### config.mk
export PLATFORM = sky130hd
export DESIGN_NAME = uart_inst_loader
export DESIGN_NICKNAME = d
export VERILOG_FILES = /design/src/rtl/uart_inst_loader_pkg.sv /design/src/rtl/uart_rx_byte.sv /design/src/rtl/uart_inst_loader.sv
export SDC_FILE = /design/constraint.sdc
export NUM_CORES = 1
export LEC_CHECK = 0
export CORE_MARGIN = 2
export CORE_UTILIZATION = 50
export CTS_CLUSTER_SIZE = 20
export DETAILED_ROUTE_END_ITERATION = 7
export PLACE_DENSITY = 0.83
export SLEW_MARGIN = 15
export SYNTH_ARGS = -nofsm -noshare
export SYNTH_HDL_FRONTEND = slang
export SYNTH_SLANG_ARGS = --single-unit
### constraint.sdc
create_clock -name clk -period 2.1 [get_ports clk]
set_input_delay 0.315 -clock clk [delete_from_list [all_inputs] [get_ports clk]]
set_output_delay 0.315 -clock clk [all_outputs]
set_load 0.03 [all_outputs]
### src/rtl/uart_inst_loader_pkg.sv
// ----------------------------------------------------------------------------
// uart_inst_loader_pkg
// Shared definitions for the serial program loader and its UART byte receiver.
//   rx_state_t      : receiver FSM state encoding (3-bit)
//   UART_DATA_BITS  : data bits per 8N1 frame
//   WORD_BYTES      : bytes per instruction word
// ----------------------------------------------------------------------------
package uart_inst_loader_pkg;

   typedef enum logic [2:0] {
      IDLE      = 3'd0,
      START     = 3'd1,
      DATA      = 3'd2,
      STOP      = 3'd3,
      WAIT_HIGH = 3'd4
   } rx_state_t;

   localparam int UART_DATA_BITS = 8;
   localparam int WORD_BYTES     = 4;

endpackage

### src/rtl/uart_rx_byte.sv
// ----------------------------------------------------------------------------
// uart_rx_byte
// 8N1 UART byte receiver: 2-FF synchronizer, start/data/stop bit timing.
// Ports:
//   clk        in  system clock
//   rst        in  asynchronous active-low reset
//   rxd        in  serial line, asynchronous to clk, idle high
//   enable     in  0 holds the receiver in IDLE
//   byte_valid out one-cycle pulse in the cycle the good stop bit is sampled
//   byte_data  out received byte, valid while byte_valid is high
//   stop_err   out one-cycle pulse when the stop bit is sampled low
//   active     out FSM is not in IDLE
// ----------------------------------------------------------------------------
module uart_rx_byte
   import uart_inst_loader_pkg::*;
#(
   parameter int CLKS_PER_BIT = 434
) (
   input  logic                      clk,
   input  logic                      rst,
   input  logic                      rxd,
   input  logic                      enable,
   output logic                      byte_valid,
   output logic [UART_DATA_BITS-1:0] byte_data,
   output logic                      stop_err,
   output logic                      active
);

   localparam int CNT_W = $clog2(CLKS_PER_BIT + 1);
   localparam logic [CNT_W-1:0] BIT_LAST  = CNT_W'(CLKS_PER_BIT - 1);
   localparam logic [CNT_W-1:0] HALF_LAST = CNT_W'(CLKS_PER_BIT / 2 - 1);
   localparam logic [2:0]       LAST_BIT  = 3'(UART_DATA_BITS - 1);

   rx_state_t                 state, next_state;
   logic [CNT_W-1:0]          cnt, cnt_next;
   logic [2:0]                bit_idx, bit_next;
   logic [UART_DATA_BITS-1:0] shift, shift_next;
   logic                      sync1, sync2;
   logic                      rxd_s;

   // Synchronizer flops reset to the idle (high) line level so that
   // leaving reset never looks like a start bit.
   always_ff @(posedge clk or negedge rst) begin
      if (!rst) begin
         sync1 <= 1'b1;
         sync2 <= 1'b1;
      end else begin
         sync1 <= rxd;
         sync2 <= sync1;
      end
   end

   assign rxd_s = sync2;

   // FSM state and bit-timing registers.
   always_ff @(posedge clk or negedge rst) begin
      if (!rst) begin
         state   <= IDLE;
         cnt     <= '0;
         bit_idx <= '0;
         shift   <= '0;
      end else begin
         state   <= next_state;
         cnt     <= cnt_next;
         bit_idx <= bit_next;
         shift   <= shift_next;
      end
   end

   // Next-state logic. The line is looked at only on the counter terminal
   // counts inside START/DATA/STOP; byte_valid/stop_err are raised in the
   // sampling cycle so the loader can register the result on that same edge,
   // and the FSM is back in IDLE one clock after the stop sample, leaving
   // half a bit-time to catch a back-to-back start edge.
   always_comb begin
      next_state = state;
      cnt_next   = cnt + 1'b1;
      bit_next   = bit_idx;
      shift_next = shift;
      byte_valid = 1'b0;
      stop_err   = 1'b0;
      if (!enable) begin
         next_state = IDLE;
         cnt_next   = '0;
         bit_next   = '0;
      end else begin
         case (state)
            IDLE: begin
               cnt_next = '0;
               bit_next = '0;
               if (!rxd_s) next_state = START;
            end
            START: begin
               if (cnt == HALF_LAST) begin
                  cnt_next   = '0;
                  bit_next   = '0;
                  next_state = rxd_s ? IDLE : DATA;
               end
            end
            DATA: begin
               if (cnt == BIT_LAST) begin
                  cnt_next   = '0;
                  shift_next = {rxd_s, shift[UART_DATA_BITS-1:1]};
                  if (bit_idx == LAST_BIT) next_state = STOP;
                  else                     bit_next   = bit_idx + 1'b1;
               end
            end
            STOP: begin
               if (cnt == BIT_LAST) begin
                  cnt_next = '0;
                  if (rxd_s) begin
                     byte_valid = 1'b1;
                     next_state = IDLE;
                  end else begin
                     stop_err   = 1'b1;
                     next_state = WAIT_HIGH;
                  end
               end
            end
            WAIT_HIGH: begin
               // A held-low line (break) must not be taken as a new start bit.
               cnt_next = '0;
               if (rxd_s) next_state = IDLE;
            end
            default: begin
               next_state = IDLE;
               cnt_next   = '0;
            end
         endcase
      end
   end

   assign byte_data = shift;
   assign active    = (state != IDLE);

endmodule

### src/rtl/uart_inst_loader.sv
// ----------------------------------------------------------------------------
// uart_inst_loader
// Serial program loader: write side of the instruction memory. Assembles
// received UART bytes little-endian into 32-bit words and writes each word
// at a byte address that steps by 4, matching PC addressing.
// Ports:
//   clk        in  system clock
//   rst        in  asynchronous active-low reset
//   rxd        in  UART receive line, idle high
//   load_en    in  loader enable; 0 idles the receiver and clears address/index
//   wr_en      out one-cycle write strobe
//   wr_addr    out word byte address (multiple of 4), held between strobes
//   wr_data    out assembled word, held between strobes
//   busy       out frame or partial word in progress
//   frame_err  out sticky stop-bit error, cleared by reset or load_en rising
//   last_byte  out most recent good byte
// ----------------------------------------------------------------------------
module uart_inst_loader
   import uart_inst_loader_pkg::*;
#(
   parameter int CLK_FREQ = 50000000,
   parameter int BAUD     = 115200,
   parameter int ADDR_W   = 8
) (
   input  logic              clk,
   input  logic              rst,
   input  logic              rxd,
   input  logic              load_en,
   output logic              wr_en,
   output logic [ADDR_W-1:0] wr_addr,
   output logic [31:0]       wr_data,
   output logic              busy,
   output logic              frame_err,
   output logic [7:0]        last_byte
);

   localparam int CLKS_PER_BIT = CLK_FREQ / BAUD;
   localparam logic [1:0] LAST_IDX = 2'(WORD_BYTES - 1);

   logic                      byte_valid;
   logic [UART_DATA_BITS-1:0] byte_data;
   logic                      stop_err;
   logic                      rx_active;
   logic [1:0]                byte_idx;
   logic [ADDR_W-1:0]         addr;
   logic [23:0]               word;
   logic                      load_en_q;

   uart_rx_byte #(
      .CLKS_PER_BIT(CLKS_PER_BIT)
   ) u_rx (
      .clk       (clk),
      .rst       (rst),
      .rxd       (rxd),
      .enable    (load_en),
      .byte_valid(byte_valid),
      .byte_data (byte_data),
      .stop_err  (stop_err),
      .active    (rx_active)
   );

   // Word assembly and address counter. Only the lower three bytes are
   // buffered; the fourth byte goes straight into wr_data with the strobe.
   // Dropping load_en throws away any partial word and restarts at address 0.
   always_ff @(posedge clk or negedge rst) begin
      if (!rst) begin
         byte_idx  <= '0;
         addr      <= '0;
         word      <= '0;
         wr_en     <= 1'b0;
         wr_addr   <= '0;
         wr_data   <= '0;
         last_byte <= '0;
      end else begin
         wr_en <= 1'b0;
         if (!load_en) begin
            byte_idx <= '0;
            addr     <= '0;
            word     <= '0;
         end else if (byte_valid) begin
            last_byte <= byte_data;
            case (byte_idx)
               2'd0: word[7:0]   <= byte_data;
               2'd1: word[15:8]  <= byte_data;
               2'd2: word[23:16] <= byte_data;
               default: ;
            endcase
            if (byte_idx == LAST_IDX) begin
               wr_en    <= 1'b1;
               wr_data  <= {byte_data, word};
               wr_addr  <= addr;
               addr     <= addr + ADDR_W'(4);
               byte_idx <= '0;
               word     <= '0;
            end else begin
               byte_idx <= byte_idx + 1'b1;
            end
         end
      end
   end

   // Sticky framing error; a fresh enable of the loader starts a clean session.
   always_ff @(posedge clk or negedge rst) begin
      if (!rst) begin
         load_en_q <= 1'b0;
         frame_err <= 1'b0;
      end else begin
         load_en_q <= load_en;
         if (load_en && !load_en_q) frame_err <= 1'b0;
         else if (stop_err)         frame_err <= 1'b1;
      end
   end

   assign busy = load_en & (rx_active | (byte_idx != 2'd0));

endmodule

==> flow_summary_export.csv, run 1 <==
group,metric,value,unit
status,status,"finished clean",
yosys,syn_area_per_cell,13.14,um^2
cells_and_area,diodes,0,
clock_tree,clockRootBuffer,"clkbuf_8",
pwr,peakVddDrop,0.5500,mV
timing,tightest_slew,0.5788,ns
global_route,first_global_vias,2957,
cells_and_area,syn_to_final_growth,21.45,%
yosys,yosysUniqueCellTypes,50,
drt,routed_wl,8.771,mm
drt,drt.antenna.violating_nets,0,
global_route,grt_first_pass_wirelength,14.75,mm
yosys,ys_top_cells_by_count,"dfrtp_1, mux2_2, nand2_1",
clock_tree,tritoncts,"yes",
timing,skew,0.008700,ns
yosys,synth_seq_cells,106,
place,hpwl,6.095,mm
yosys,synth_edf_count,0,
floorplan,rows,35,
critical_path,cp.arrival,2.28,ns
yosys,synth_warnings,0,
critical_path,crit_required,2.38,ns
critical_path,crit_path_end_kind,"flip-flop",
yosys,synth_top_cell_by_area,"dfrtp_1",
critical_path,rrSetupSlack,0.1,ns
yosys,ys_top_cells_by_area,"dfrtp_1, mux2_2, mux2_4, mux2i_1, nand2_1",
drt,wl_per_cell,16.27,um
clock_tree,clk_path_buf_depth,2,
timing,finalMaxSlewViolations,0,
pwr,p_leak,2.726,nW
clock_tree,numCtsBuffers,9,
pwr,finalPower,3.434,mW
pwr,powerDensity,611.2,nW/um^2
global_route,grt_max_degree,41,
timing,final.period_utilization,95.26,%
critical_path,path_class,"flip-flop to flip-flop",
timing,min_period,2.000,ns
critical_path,start_kind,"flip-flop",
yosys,synthCells,352,
clock_tree,clkTransAtPathRegs,0.10,ns
timing,worst_slew_margin_rel,61.15,%
timing,setup_viol,0,
yosys,synth_top_area_share,56.26,%
drt,firstDrtPassIters,4,
yosys,synth_flop_cell,"dfrtp_1",
floorplan,die_w,100.2,um
cells_and_area,drive_above_1_share,25.00,%
worst_hold_path,hold_class,"input pin to flip-flop",
place,portBuffers,52,
floorplan,start_util,50.78,%
drt,first_iter_violations,120,
floorplan,coreArea,9109,um^2
cells_and_area,nNetsFinal,436,
floorplan,die_area,10040,um^2
timing,final.setup.tns,0,ns
global_route,grt_usage,18.81,%
yosys,synth_most_common_cell,"dfrtp_1",
global_route,antenna_found_initial,0,
yosys,synthArstFlopShare,100.0,%
clock_tree,cts.sinks,106,
floorplan,num_io_pins,55,
global_route,grt-ovfl-total,0,
yosys,syn_area,4626,um^2
run,drv_cap,0,
timing,hold_viol,0,
yosys,ys_seq_area_share,57.40,%
drt,drc,0,
place,gp_congestion,0.8217,
drt,avgViaCountPerCell,5.365,
timing,fmax,499.9,MHz
clock_tree,htree_levels,3,
critical_path,cp_max_fo,8,
floorplan,die_h,100.2,um
drt,vias,2892,
clock_tree,insertion_delay,0.37,ns
registers in the layout, indices dropped and copies added, names as in the netlist:
register and flops:
u_rx.rxd_s 1, byte_idx 2, u_rx.bit_idx 3, word 24, addr 6, wr_en 1, wr_data 32, load_en_q 1
last_byte 8, u_rx.cnt 9, wr_addr 6, u_rx.state 3, u_rx.sync1 1, u_rx.byte_data 8, frame_err 1
layer usage:
metal	part of all wire (%)	track usage (%)	vias to the layer above
li1	-	-	1364
met1	47	25.85	1447
met2	47	29.63	68
met3	4.2	5.223	13
met4	1.5	5.269	0
met5	0	0	-
cells by family (layout without fill, tap and decap cells):
| logic type | Yosys count | in the layout | synth area share (%) |
|---|---|---|---|
| buf+inv | 29 | 104 | 3.137 |
| compound gates | 21 | 21 | 3.165 |
| mux | 82 | 82 | 20.83 |
| flops | 106 | 106 | 57.40 |
| simple gates | 93 | 93 | 10.87 |
| xor+xnor | 11 | 11 | 2.083 |
| other cells | 1 | 2 | 0.08107 |
| fa+ha+maj | 9 | 9 | 2.434 |
report_power, final:
| part | internal, mW | switching [mW] | leakage (nW) | total [mW] |
|---|---|---|---|---|
| clock network | 0.562 | 0.708 | 0.100 | 1.27 |
| logic | 0.0316 | 0.0812 | 1.16 | 0.113 |
| registers | 2.05 | 0.00439 | 1.47 | 2.05 |
what timing repair did:
action,4_1_cts,5_1_grt
setup buffers,0,1
endpoints found under the hold margin,34,0
hold buffers,1,0
endpoints found under the setup margin,0,32
gates resized for setup,0,7
cell usage in the layout, fill, tap and decap left out, types with 3 or more instances in the layout:
cell             instances
nor2b_1                  3
a21oi_1                  5
inv_1                   11
nand2_1                 33
mux2_2                  34
nor2_1                  17
xor2_1                   5
dfrtp_1                103
a31oi_1                  3
mux2i_1                 26
clkbuf_8                 9
buf_4                   21
o2bb2ai_1                3
nand4_1                  5
clkdlybuf4s50_1         50
xnor2_1                  6
nand3_1                 10
mux2_4                  20
ha_1                     9
area by class of cell:
cell class,count,area [um^2]
tap,111,138.9
fill,715,3491
clock buffer,9,123.9
clock inverter,7,77.57
multi-input combinational,218,1846
sequential,106,2656
inverter,12,45.04
timing repair buffer,76,730.7
final timing paths:
path / start / cells past startpoint / end
max: u_rx.cnt[1] / 9 / word[20]
min: rxd / 1 / u_rx.sync1
max reg2reg: u_rx.cnt[1] / 9 / word[20]
min reg2reg: u_rx.sync1 / 0 / u_rx.rxd_s
max in group asynchronous: rst / 3 / word[13]
min in group asynchronous: rst / 2 / wr_data[3]
per-stage QoR:
step / instances / util [%] / hold WS (ns) / setup WS (ns) / cell area [um^2]
after floorplan: 353 / - / 0.01941 / 0.08024 / 4629
after global placement: 521 / 59.00 / 0.3311 / 0.1269 / 5374
after detailed placement: 521 / 59.00 / 0.3333 / 0.09182 / 5374
after CTS: 538 / 61.32 / 0.3282 / 0.01028 / 5585
after global routing: 539 / 61.68 / 0.3214 / -0.02744 / 5618
final: 539 / 61.68 / 0.3339 / 0.09964 / 5618
worst max-delay path: stages (launching register included):
cell	delay (ns)
dfrtp_1	0.40
inv_1	0.08
ha_1	0.18
nand4b_2	0.17
buf_6	0.18
nor3_4	0.18
buf_4	0.17
o21a_1	0.13
buf_6	0.16
mux2i_2	0.24
No activity file was read; power rests on OpenSTA's default activity.
==> run 2: changes to the inputs <==
--- a/config.mk
+++ b/config.mk
@@ -6,9 +6,10 @@
 export NUM_CORES = 1
 export LEC_CHECK = 0
 export CORE_MARGIN = 2
-export CORE_UTILIZATION = 50
+export CORE_UTILIZATION = 57
 export CTS_CLUSTER_SIZE = 20
 export DETAILED_ROUTE_END_ITERATION = 7
+export DONT_BUFFER_PORTS = 1
 export PLACE_DENSITY = 0.83
 export SLEW_MARGIN = 15
 export SYNTH_ARGS = -nofsm -noshare
==> run 2 against run 1 <==
  * The run now ends with hold timing left
  * Sequential share of layout area up 5.6 points
  * Sequential power about the same
  * Clock power down 8%
  * Final area down 11%
  * Global-route usage up 1.8 points
  * Critical path type unchanged
==> flow_summary_export.csv, run 2 (same netlist as run 1, synthesis figures left out) <==
group,metric,value,unit
place,hpwl,5.740,mm
floorplan,die_w,94.09,um
clock_tree,clkTransAtPathRegs,0.10,ns
timing,rsz0062_at_grt,"false",
pwr,peakVddDrop,0.3920,mV
cells_and_area,largest_reg_flops,32,
global_route,antenna_found_initial,0,
timing,finalMaxSlewViolations,0,
status,violations,"hold timing",
timing,fmax,510.0,MHz
critical_path,crit_chain,"nand4b_1 -> nor4_4 -> nand2_2 -> buf_12 -> mux2_4",
worst_hold_path,hold_class,"input pin to async pin",
cells_and_area,regMostFlops,"wr_data",
clock_tree,clockRootBuffer,"clkbuf_8",
critical_path,crit_path_end_kind,"flip-flop",
cells_and_area,biggestRegsByFlops,"wr_data (32), word (24), u_rx.cnt (9)",
timing,setup_viol,0,
timing,final.setup.tns,0,ns
place,portBuffers,0,
cells_and_area,nNetsFinal,380,
critical_path,cp.arrival,2.22,ns
global_route,first_global_vias,2765,
clock_tree,tritoncts,"yes",
timing,min_period,1.961,ns
clock_tree,insertion_delay,0.37,ns
critical_path,path_class,"flip-flop to flip-flop",
run,drv_cap,0,
drt,vias,2675,
clock_tree,hold_buffers,2,
timing,setup_ws,0.1392,ns
timing,skew,0.01330,ns
cells_and_area,syn_to_final_growth,8.575,%
drt,firstDrtPassIters,4,
pwr,p_leak,2.506,nW
timing,holdWs,-0.3615,ns
critical_path,start_kind,"flip-flop",
floorplan,start_util,59.25,%
cells_and_area,layout_commonest_cell,"dfrtp_1",
floorplan,coreArea,7807,um^2
status,status,"finished, violations left",
clock_tree,clk_path_buf_depth,2,
drt,wl_per_cell,17.68,um
cells_and_area,mostFrequentLayoutCells,"dfrtp_1, mux2_2, nand2_1",
critical_path,cp_max_fo,35,
floorplan,num_io_pins,55,
cells_and_area,diodes,0,
place,gp_congestion,0.7843,
drt,drc,0,
drt,drt.antenna.violating_nets,0,
global_route,grt_max_degree,107,
clock_tree,numCtsBuffers,9,
timing,final.period_utilization,93.37,%
clock_tree,htree_levels,3,
floorplan,rows,32,
critical_path,slowest_delay,0.58,ns
clock_tree,cts.sinks,106,
critical_path,crit_required,2.36,ns
place,pre_cts_ws,0.07274,ns
drt,routed_wl,8.380,mm
pwr,powerDensity,650.7,nW/um^2
global_route,grt_usage,20.62,%
floorplan,die_h,94.09,um
timing,hold_viol,106,
global_route,grt_first_pass_wirelength,13.98,mm
floorplan,die_area,8852,um^2
cells_and_area,drive_above_1_share,26.34,%
drt,avgViaCountPerCell,5.643,
global_route,grt-ovfl-total,0,
drt,first_iter_violations,165,
critical_path,crit_path_top_delay_cell,"dfstp_2",
[run 2: final cells by class]
type,instances,area [um^2]
inverter,12,45.04
timing repair buffer,20,167.7
tap,102,127.6
sequential,106,2655
multi-input combinational,218,1843
fill,597,2785
clock buffer,9,123.9
clock inverter,7,60.06
[run 2: worst paths after layout]
kind                             from    endpoint  slack (ns)  cells past startpoint
max reg2reg                u_rx.rxd_s  wr_data[7]        0.14                      5
min                               rst  wr_addr[3]       -0.36                      0
min reg2reg                u_rx.sync1  u_rx.rxd_s        0.36                      0
min in group clk              load_en   frame_err        0.07                      1
max in group asynchronous         rst  u_rx.rxd_s        2.26                      0
max                        u_rx.rxd_s  wr_data[7]        0.14                      5
[run 2: worst max-delay path, delay by kind of cell (launching register included)]
kind,cells,cell delay (ns)
buffers and inverters,1,0.22
flip-flops,1,0.58
multiplexers,1,0.31
AND/OR/NAND/NOR,3,0.71
[run 2: where the power goes]
group / total (mW) / switching (mW) / internal (mW)
clock: 1.17 / 0.715 / 0.454
sequential: 2.05 / 0.00344 / 2.05
combinational: 0.0485 / 0.0295 / 0.0190
total: 3.27 / 0.748 / 2.52
[run 2: repair_timing]
| action | CTS | global route |
|---|---|---|
| endpoints found under the hold margin | 108 | 106 |
| setup endpoints to repair | 0 | 65 |
| resized for setup | 0 | 4 |
| buffers inserted | 0 | 1 |
[run 2: layer usage]
layer	part of all wire (%)	GRT usage (%)
met3	5.0	5.217
met2	48	31.85
met4	1.9	7.971
met1	45	28.16
met5	0	0
[run 2: through the flow]
step / hold WS (ns) / power [mW] / cell area, um^2 / utilization (%) / cells
after floorplan: 0.01941 / 2.136 / 4629 / - / 353
after global placement: 0.02253 / 2.132 / 4797 / 61.44 / 455
after detailed placement: 0.02243 / 2.134 / 4797 / 61.44 / 455
after CTS: -0.3867 / 3.299 / 5001 / 64.05 / 473
after global routing: -0.3970 / 3.407 / 5022 / 64.33 / 474
final: -0.3615 / 3.268 / 5022 / 64.33 / 474
==> variant 1, RTL diff (flow settings as in run 2) <==
`shift` no longer has a reset.
--- a/src/rtl/uart_rx_byte.sv
+++ b/src/rtl/uart_rx_byte.sv
@@ -58,13 +58,15 @@
          state   <= IDLE;
          cnt     <= '0;
          bit_idx <= '0;
-         shift   <= '0;
       end else begin
          state   <= next_state;
          cnt     <= cnt_next;
          bit_idx <= bit_next;
-         shift   <= shift_next;
       end
+   end
+
+   always_ff @(posedge clk) begin
+      shift <= shift_next;
    end
 
    // Next-state logic. The line is looked at only on the counter terminal
Behaviour: same outputs for any inputs over 10 cycles, from zero or initial values and one cycle with rst low; that may be too few to reach the edited logic, so the function may still have changed.
==> variant 1 against run 2 <==
- the run ends with hold timing, setup timing left
- routed wire length grew 14%
- critical path type unchanged
- sequential cell count is the same
- highest routed layer unchanged
- area after synthesis shrank 0.16%
- die area shrank 0.16%
- clock skew grew 2.3 ps
- design area grew 4.1%
- worst setup slack lost 230 ps
Power is not compared: it rests on default switching activity, and its combinational part moved more than twofold at a synthesized area within 25%.
==> variant 1: results <==
export IMPL_postCtsSetupBuffers=3
export IMPL_synth_commonest_cells="96 x dfrtp_1, 32 x nand2_1, 27 x mux2_2"
export IMPL_synth_adder_area_share_pct=2.438
export IMPL_synth_edf_count=8
export IMPL_final_hold_viol_count=98
export IMPL_whs_ps=-390.2
export IMPL_largestRegisters="wr_data (32), word (24), u_rx.cnt (9)"
export IMPL_worstRegToRegCells=7
export IMPL_drt_iter0_drc=197
export IMPL_dr_pass1_iters=5
export IMPL_synth_area_top_cells="dfrtp_1 52%, mux2_2 6.6%, mux2_4 6.5%, edfxtp_1 5.2%, nor2b_1 3.0%"
export IMPL_wl_per_cell_um=18.82
export IMPL_synth_compound_area_share_pct=7.505
export IMPL_post_cts_resized=10
export IMPL_hpwl_um=5871
export IMPL_worstSetupStartpoint="u_rx.cnt[1]"
export IMPL_synth_mux_area_share_pct=13.74
export IMPL_cts_inserted_buffers=9
export IMPL_synth_area_leader_cell="dfrtp_1"
export IMPL_fillers=560
export IMPL_grt_util_met1_pct=30.05
export IMPL_routed_wl_met3_um=565
export IMPL_layout_drive_gt1_share_pct=26.73
export IMPL_grt_pass1_wl_um=15210
export IMPL_synth_xor_area_share_pct=2.086
export IMPL_violations="hold timing, setup timing"
export IMPL_slowest_delay_ps=600
export IMPL_p_sw_share_pct=25.31
export IMPL_wirelength_um=9523
export IMPL_setup_slack_ps=-91.82
export IMPL_grt_max_degree=99
export IMPL_gp_congestion=0.8720
export IMPL_dp_cells=480
export IMPL_tns_ps=-2196
export IMPL_place_area_um2=4851
export IMPL_drt_met1_wl_um=4060
export IMPL_path_max_fanout=8
export IMPL_finalSetupViolations=38
export IMPL_final_nets=412
export IMPL_place_ws_ps=-85.02
export IMPL_yosysSeqAreaShare_pct=58.36
export IMPL_status="complete, but fails checks"
export IMPL_synth_avg_cell_area_um2=12.32
export IMPL_drt_vias_per_instance=5.913
export IMPL_met2_length_um=4743
export IMPL_reg2reg_slack_ps=-90
export IMPL_grt_total_usage_pct=22.49
export IMPL_use_met3_pct=6.100
export IMPL_slowest_stage="or4_4"
export IMPL_grtUsageMet2_pct=36.01
==> variant 1: changes by cell type in the layout (fill, tap and decap cells not counted), moves of 10 or more <==
cell,delta
o22ai_1,+16
nor2b_1,+19
mux2i_1,-25
a31oi_1,+13
o21ai_0,+10
==> variant 1: power groups by stage <==
stage	logic, W	registers (W)	clock network (W)
finish	0.000291	0.00210	0.00123
global route	0.000317	0.00210	0.00136
CTS	0.000273	0.00210	0.00126
detailed placement	0.000230	0.00214	0
global placement	0.000222	0.00214	0
floorplan	0.000161	0.00214	0
==> variant 1: layout make-up <==
| class | count | area (µm²) | share of cell area (%) |
|---|---|---|---|
| sequential | 106 | 2695 | 51.57 |
| multi-input combinational | 240 | 1849 | 35.38 |
| timing repair buffer | 33 | 330.3 | 6.320 |
| clock buffer | 10 | 137.6 | 2.633 |
| tap | 102 | 127.6 | 2.442 |
| clock inverter | 6 | 52.55 | 1.006 |
| inverter | 9 | 33.78 | 0.6464 |
==> variant 2, RTL diff (flow settings as in run 2) <==
Made on the original files. The parameter `ADDR_W` goes from 8 to 7.
--- a/src/rtl/uart_inst_loader.sv
+++ b/src/rtl/uart_inst_loader.sv
@@ -20,7 +20,7 @@
 #(
    parameter int CLK_FREQ = 50000000,
    parameter int BAUD     = 115200,
-   parameter int ADDR_W   = 8
+   parameter int ADDR_W   = 7
 ) (
    input  logic              clk,
    input  logic              rst,
Interface: changed (resized wr_addr); port bits go from 55 to 54. The function was not compared with the original's and may differ.
==> variant 2 against run 2 <==
- the flow still finishes with violations (hold timing)
- core utilization grew 0.88 points
- design area grew 0.85%
- routed wire length grew 3.3%
- final cell count shrank 0.84%
- total power grew 5.0%
- area after synthesis shrank 0.51%
- worst setup slack lost 100 ps
- sequential cell count shrank 2
- synthesized cell count shrank 2.0%
- via count shrank 0.75%
- critical endpoint is now wr_data[23]
==> variant 2: results <==
export IMPL_dp_cells=445
export IMPL_ir_drop_v=0.0004846
export IMPL_antennaDiodeCount=0
export IMPL_yosys_warnings=0
export IMPL_skew_ps=12.30
export IMPL_synth_area_top_cells="dfrtp_1 55%, mux2_4 9.8%, mux2_2 5.9%, mux2i_1 5.2%, nand2_1 2.8%"
export IMPL_cts_clk_slew_worst_paths_ps=100
export IMPL_cts_inserted_buffers=9
export IMPL_hold_path_class="input port to asynchronous set/reset pin"
export IMPL_synth_adder_area_share_pct=2.447
export IMPL_status="complete, but fails checks"
export IMPL_synth_commonest_cells="102 x dfrtp_1, 34 x nand2_1, 30 x mux2_4"
export IMPL_whs_ps=-373.1
export IMPL_violations="hold timing"
export IMPL_syn_inst=345
export IMPL_clockRootBuffer="clkbuf_8"
export IMPL_cts_hold_buf=2
export IMPL_clockBufferDepth=2
export IMPL_cp_data_arrival_time_ps=2320
export IMPL_p_leak_nw=2.415
export IMPL_place_ws_ps=52.41
export IMPL_synth_distinct_cells=47
export IMPL_grt_max_degree=105
export IMPL_final_nets=377
export IMPL_synth_xor_area_share_pct=1.903
export IMPL_port_buffers=0
export IMPL_p_switching_w=0.0007181
export IMPL_yosysSeqAreaShare_pct=56.61
export IMPL_synth_compound_area_share_pct=2.664
export IMPL_gp_congestion=0.7993
export IMPL_place_area_um2=4733
export IMPL_wirelength_um=8659
export IMPL_final_hold_viol_count=104
export IMPL_drt_vias_per_instance=5.649
export IMPL_slowest_delay_ps=420
export IMPL_grt_total_usage_pct=20.28
export IMPL_dr_pass1_iters=4
export IMPL_drt_iter0_drc=158
export IMPL_h_tree_depth=3
export IMPL_layout_drive_gt1_share_pct=26.90
export IMPL_synth_mux_area_share_pct=20.88
export IMPL_largestRegisters="wr_data (32), word (24), u_rx.cnt (9)"
export IMPL_slowest_stage="dfrtp_1"
export IMPL_grt_pass1_wl_um=13570
export IMPL_fillers=568
export IMPL_hpwl_um=5682
export IMPL_synth_async_sr_flop_share_pct=100.0
export IMPL_path_delay_family="simple AND/OR/NAND/NOR gates"
export IMPL_clk_latency_ps=370
export IMPL_path_max_fanout=8
export IMPL_antenna_found_initial=0
export IMPL_grt_pass1_vias=2638
export IMPL_fin_cells=470
[variant 2: changes by cell type after synthesis, moves of 3 or more]
cell	delta
a21oi_1	+5
mux2_2	-10
nand4_1	-3
inv_1	-4
a21o_1	+3
buf_2	-5
mux2i_1	-4
buf_12	+3
nand3_1	-4
mux2_4	+10
nand3b_1	+8
[variant 2: per-stage QoR]
step / total power [W] / hold WS, ps
3_3_place_gp: 0.002140 / 22.64
4_1_cts: 0.003467 / -389.7
2_1_floorplan: 0.002132 / 19.41
3_5_place_dp: 0.002142 / 22.79
6_report: 0.003433 / -373.1
5_1_grt: 0.003554 / -396.4
[variant 2: area by class of cell]
class                           instances  area [µm²]  area share [%]
Timing Repair Buffer                   23       257.7           5.089
Tap cell                              102       127.6           2.520
Sequential cell                       104        2605           51.43
Inverter                                8       30.03          0.5929
Multi-Input combinational cell        218        1836           36.24
Clock buffer                           10       127.6           2.520
Clock inverter                          5       81.33           1.606
[variant 2: kinds of logic (layout without fill, tap and decap cells)]
family,Yosys count,count (layout)
fa+ha+maj,9,9
xor+xnor,10,10
compound gates,21,21
flops,104,104
buf+inv,24,46
other cells,1,2
mux,78,78
simple gates,98,98
[variant 2: worst paths after layout]
| check | start | end | slack (ps) | cells past startpoint |
|---|---|---|---|---|
| worst max-delay path | u_rx.cnt[1] | wr_data[23] | 40 | 7 |
| max in group asynchronous | rst | u_rx.rxd_s | 2280 | 0 |
| worst min-delay path | rst | wr_data[22] | -370 | 0 |
| worst max register to register | u_rx.cnt[1] | wr_data[23] | 40 | 7 |
| worst min register to register | u_rx.sync1 | u_rx.rxd_s | 360 | 0 |
| min in group clk | load_en | frame_err | 40 | 1 |
[variant 2: what timing repair did]
item                       4_1_cts  5_1_grt
setup endpoints to repair        0       23
setup buffers                    0        5
gates resized for setup          0        2
hold endpoints to repair       106      104
[variant 2: power by group through the flow]
stage               sequential (W)  combinational [W]  clock [W]
global route               0.00203          0.0000849    0.00144
finish                     0.00203          0.0000777    0.00132
CTS                        0.00203          0.0000768    0.00136
global placement           0.00207          0.0000716          0
floorplan                  0.00206          0.0000710          0
detailed placement         0.00207          0.0000734          0
[variant 2: per-layer routing]
| layer | global-route usage [%] | up-vias | wire, µm |
|---|---|---|---|
| met3 | 6.421 | 14 | 451 |
| met1 | 27.02 | 1333 | 3920 |
| li1 | - | 1237 | - |
| met4 | 8.816 | 0 | 149 |
| met5 | 0 | - | 0 |
| met2 | 30.65 | 71 | 4137 |
